[src/rtl/guess_round_ctrl.sv]
// guess_round_ctrl: builds a 16-bit hex guess one nibble at a time, scores it
// with the downstream checker's combinational result during a one-cycle CHECK
// state, counts attempts and declares the round won or lost.
//
// Pulse semantics: start, clear and enter are single-cycle, level-sampled on
// the rising clock edge with priority start > clear > enter; score_valid is a
// one-cycle pulse aligned with the update of last_correct/last_wrong/tries_used.
module guess_round_ctrl #(
    parameter int MAX_TRIES = 8
) (
    input  logic        clk,
    input  logic        rst_n,
    input  logic        start,
    input  logic        clear,
    input  logic        enter,
    input  logic [3:0]  digit_in,
    input  logic [3:0]  correct_digits,
    input  logic [3:0]  wrong_place_digits,
    output logic [15:0] user_guess,
    output logic [1:0]  digit_idx,
    output logic [3:0]  last_correct,
    output logic [3:0]  last_wrong,
    output logic [3:0]  tries_used,
    output logic        score_valid,
    output logic        busy,
    output logic        won,
    output logic        lost
);

    localparam logic [2:0] S_IDLE  = 3'd0;
    localparam logic [2:0] S_ENTRY = 3'd1;
    localparam logic [2:0] S_CHECK = 3'd2;
    localparam logic [2:0] S_WON   = 3'd3;
    localparam logic [2:0] S_LOST  = 3'd4;

    localparam logic [3:0] MAX_TRIES_4 = 4'(MAX_TRIES);

    logic [2:0]  state;
    logic [15:0] guess_wr;
    logic [3:0]  tries_next;

    // Guess with digit_in written into the nibble selected by digit_idx (0 = MSB)
    always_comb begin
        guess_wr = user_guess;
        case (digit_idx)
            2'd0:    guess_wr[15:12] = digit_in;
            2'd1:    guess_wr[11:8]  = digit_in;
            2'd2:    guess_wr[7:4]   = digit_in;
            default: guess_wr[3:0]   = digit_in;
        endcase
    end

    assign tries_next = tries_used + 4'd1;

    // Round state machine plus all registered outputs
    always_ff @(posedge clk or negedge rst_n) begin
        if (!rst_n) begin
            state        <= S_IDLE;
            user_guess   <= '0;
            digit_idx    <= '0;
            last_correct <= '0;
            last_wrong   <= '0;
            tries_used   <= '0;
            score_valid  <= 1'b0;
        end else begin
            score_valid <= 1'b0;
            if (start) begin
                // A restart wins over everything, including a pending score
                state      <= S_ENTRY;
                user_guess <= '0;
                digit_idx  <= '0;
                tries_used <= '0;
            end else begin
                case (state)
                    S_ENTRY: begin
                        if (clear) begin
                            user_guess <= '0;
                            digit_idx  <= '0;
                        end else if (enter) begin
                            user_guess <= guess_wr;
                            digit_idx  <= digit_idx + 2'd1;
                            if (digit_idx == 2'd3) begin
                                state <= S_CHECK;
                            end
                        end
                    end
                    S_CHECK: begin
                        // user_guess is stable here, so the checker result is valid
                        last_correct <= correct_digits;
                        last_wrong   <= wrong_place_digits;
                        tries_used   <= tries_next;
                        score_valid  <= 1'b1;
                        if (correct_digits == 4'd4) begin
                            state <= S_WON;
                        end else if (tries_next == MAX_TRIES_4) begin
                            state <= S_LOST;
                        end else begin
                            state <= S_ENTRY;
                        end
                    end
                    default: begin
                        // IDLE, WON, LOST hold until start
                        state <= state;
                    end
                endcase
            end
        end
    end

    assign busy = (state == S_ENTRY) || (state == S_CHECK);
    assign won  = (state == S_WON);
    assign lost = (state == S_LOST);

endmodule

[config.mk]
export PLATFORM = sky130hd
export DESIGN_NAME = guess_round_ctrl
export DESIGN_NICKNAME = d
export VERILOG_FILES = /design/src/rtl/guess_round_ctrl.sv
export SDC_FILE = /design/constraint.sdc
export NUM_CORES = 1
export LEC_CHECK = 0
export CAP_MARGIN = 20
export CORE_ASPECT_RATIO = 0.5
export CORE_MARGIN = 2
export CORE_UTILIZATION = 48
export CTS_CLUSTER_SIZE = 30
export DETAILED_ROUTE_END_ITERATION = 6
export DONT_BUFFER_PORTS = 1
export GPL_ROUTABILITY_DRIVEN = 0
export MAX_ROUTING_LAYER = met4
export SYNTH_ARGS = -nofsm -noshare
export SYNTH_HDL_FRONTEND = slang
export SYNTH_SLANG_ARGS = --single-unit
export TNS_END_PERCENT = 20
[constraint.sdc]
create_clock -name clk -period 1.9 [get_ports clk]
set_input_delay 0.19 -clock clk [delete_from_list [all_inputs] [get_ports clk]]
set_output_delay 0.19 -clock clk [all_outputs]
set_load 0.02 [all_outputs]
==> results.yml <==
worst_setup_path:
  path_cells: "or3b_4 > o21bai_4 > and3_1 > a22o_1"
  crit_path_top_delay_cell: "or3b_4"
  crit_path_max_incr_delay_ns: 0.46
  worst-path-buf-inv: 0
  reg2reg_slack_ns: 0.21
  critPathCaptureType: "register"
  path_max_fanout: 8
  required_ns: 2.11
  critPathTopFamily: "simple AND/OR/NAND/NOR gates"
  critical_path_arrival_ns: 1.90
  startpoint_type: "register"
  critPathKind: "reg2reg"
grt:
  grt_pass1_vias: 937
  grtUsageTotal_pct: 17.81
  grt_pass1_wl_um: 4864
  grt_max_degree: 35
  antenna_found_initial: 0
  grt_overflow: 0
final_layout:
  design_area_mm2: 0.001763
  nNetsFinal: 164
  num_antenna_cells: 0
  area_delta_synth_final_pct: 13.81
  finish.utilization_pct: 58.18
  drive_gt1_share_pct: 20.71
timing:
  slew_viol_final: 0
  rsz0062_at_grt: "no"
  clock.fmax_mhz: 592.7
  post-route-min-period_ns: 1.687
  relSlewSlack_pct: 59.34
  setup_violations: 0
  tightest_slew_ns: 0.6014
  tns_ns: 0
  final-hold-violation-count: 0
  whs_ns: 0.03743
  clock_skew_ns: 0.006528
  period_share_pct: 88.80
synthesis:
  synth-seq-cells: 34
  synth_compound_area_share_pct: 16.64
  syn_avg_cell_area_um2: 12.20
  synth_fa_ha_area_share_pct: 4.847
  synth_top_family_by_area: "compound AO/OA/AOI/OAI gates"
  async_flop_share_pct: 100.0
  yosysWarnings: 0
  netlist_top_cells_count: "dfrtp_1 (34), a22o_1 (16), nor2_1 (11)"
  synthSimpleGateAreaFrac_pct: 11.95
  synth_top_area_share_pct: 54.93
  synth_xor_area_share_pct: 2.827
  synth-edff-count: 0
  synth_area_leaders: "dfrtp_1 (55%), a22o_1 (9.0%), mux2_2 (5.8%)"
  synthMuxAreaShare_pct: 6.462
  yosysMostFrequentCell: "dfrtp_1"
  synth_area_mm2: 0.001549
  synth-seq-area-share_pct: 54.93
  synthCells: 127
  ys.flop_type: "dfrtp_1"
  synth_area_leader_cell: "dfrtp_1"
  syn-num-nets: 150
  synthDistinctLibCells: 34
outcome:
  status: "completed"
pwr:
  power_leakage_nw: 0.8344
  power_density_mw_per_mm2: 757.4
  ir_drop_v: 0.0004803
die:
  ios: 51
  start_util_pct: 51.11
  die_y_um: 44.17
  coreArea_mm2: 0.003030
  dieArea_mm2: 0.003725
  die_width_um: 84.34
  fp-row-count: 14
clocking:
  clkSlewWorstSetupHoldPaths_ns: 0.07
  cts_tree: "done"
  cts_sinks: 34
  clock_path_buffers: 2
  clk_latency_ns: 0.27
  cts_inserted_buffers: 5
  cts_hold_buf: 3
  cts_setup_buffers: 0
  cts-root-buf: "clkbuf_8"
  cts_resized: 0
  cts_max_level: 2
route:
  vias: 1030
  wl_um: 3088
  post_drt_wl_per_cell_um: 17.16
  dr.pass1.iters: 4
  drtIter0Drc: 60
  antenna_left: 0
  via_per_inst: 5.722
  post-route-drc-count: 0
placed_design:
  hpwl_um: 2187
  dpl-instance-area_mm2: 0.001630
  io_buffers: 0
run:
  maxCapViolCount: 0
min_path:
  hp-class: "in2reg"
[area by class of cell]
type	instances	area [um2]
flip-flops and latches	34	850.8
inverters	4	15.01
well taps	40	50.05
multi-input cells	85	661.9
clock buffers	6	82.58
fillers	252	1267
repair buffers	11	102.6
[routing by layer]
layer	vias up	wire [um]	global-route usage, %
met5	-	0	-
met2	49	1335	23.65
li1	491	-	-
met4	0	0	3.810
met1	490	1473	24.88
met3	0	280	8.209
[worst register-to-register path: cells and delay by family, from the launching register on]
| kind | cells | cell delay, ns |
|---|---|---|
| AND/OR/NAND/NOR | 2 | 0.76 |
| flip-flops | 1 | 0.45 |
| AO/OA/AOI/OAI | 2 | 0.41 |
[flip-flops by register name (all words and copies together), names as in the netlist]
signal        flops
state             3
last_correct      4
tries_used        4
score_valid       1
digit_idx         2
last_wrong        4
user_guess       16
[where the power goes]
part | total, mW | internal, mW | leakage (nW) | switching (mW)
clock | 0.515 | 0.279 | 0.0431 | 0.236
sequential | 0.745 | 0.731 | 0.467 | 0.0134
combinational | 0.0752 | 0.0282 | 0.324 | 0.0470
[worst paths after layout]
path | startpoint | end | cells after the start
max | state[2]$_DFFE_PN0P_ | user_guess[13]$_DFFE_PN0P_ | 4
min | start | state[0]$_DFFE_PN0P_ | 1
max reg2reg | state[2]$_DFFE_PN0P_ | user_guess[13]$_DFFE_PN0P_ | 4
min reg2reg | user_guess[14]$_DFFE_PN0P_ | user_guess[14]$_DFFE_PN0P_ | 1
max in group asynchronous | rst_n | last_correct[1]$_DFFE_PN0P_ | 2
min in group asynchronous | rst_n | user_guess[14]$_DFFE_PN0P_ | 2
[layout by cell type (no fill, tap or decap), drive strengths merged, types with 3 or more instances in the layout]
cell	synthesis	routed
ha	6	6
clkbuf	1	6
nand2	5	5
inv	4	4
a22o	16	16
mux2	8	8
a21oi	3	3
dlygate4sd3	0	3
o21ai	7	7
buf	3	8
dfrtp	34	34
nor2	11	11
and3	5	5
xnor2	3	3
[cells by family after synthesis]
| logic type | count (synthesis) |
|---|---|
| flops | 34 |
| simple gates | 33 |
| compound gates | 32 |
| mux | 9 |
| buf+inv | 8 |
| fa+ha+maj | 6 |
| xor+xnor | 5 |
[through the flow]
stage | power, mW | worst slack [ns] | std cells
3_5_place_dp | 0.8079 | 0.2495 | 170
3_3_place_gp | 0.8076 | 0.2515 | 170
6_report | 1.335 | 0.2127 | 180
2_1_floorplan | 0.7980 | 0.2905 | 127
5_1_grt | 1.394 | 0.1549 | 180
4_1_cts | 1.357 | 0.2189 | 179
No activity file was read; power rests on OpenSTA's default activity.
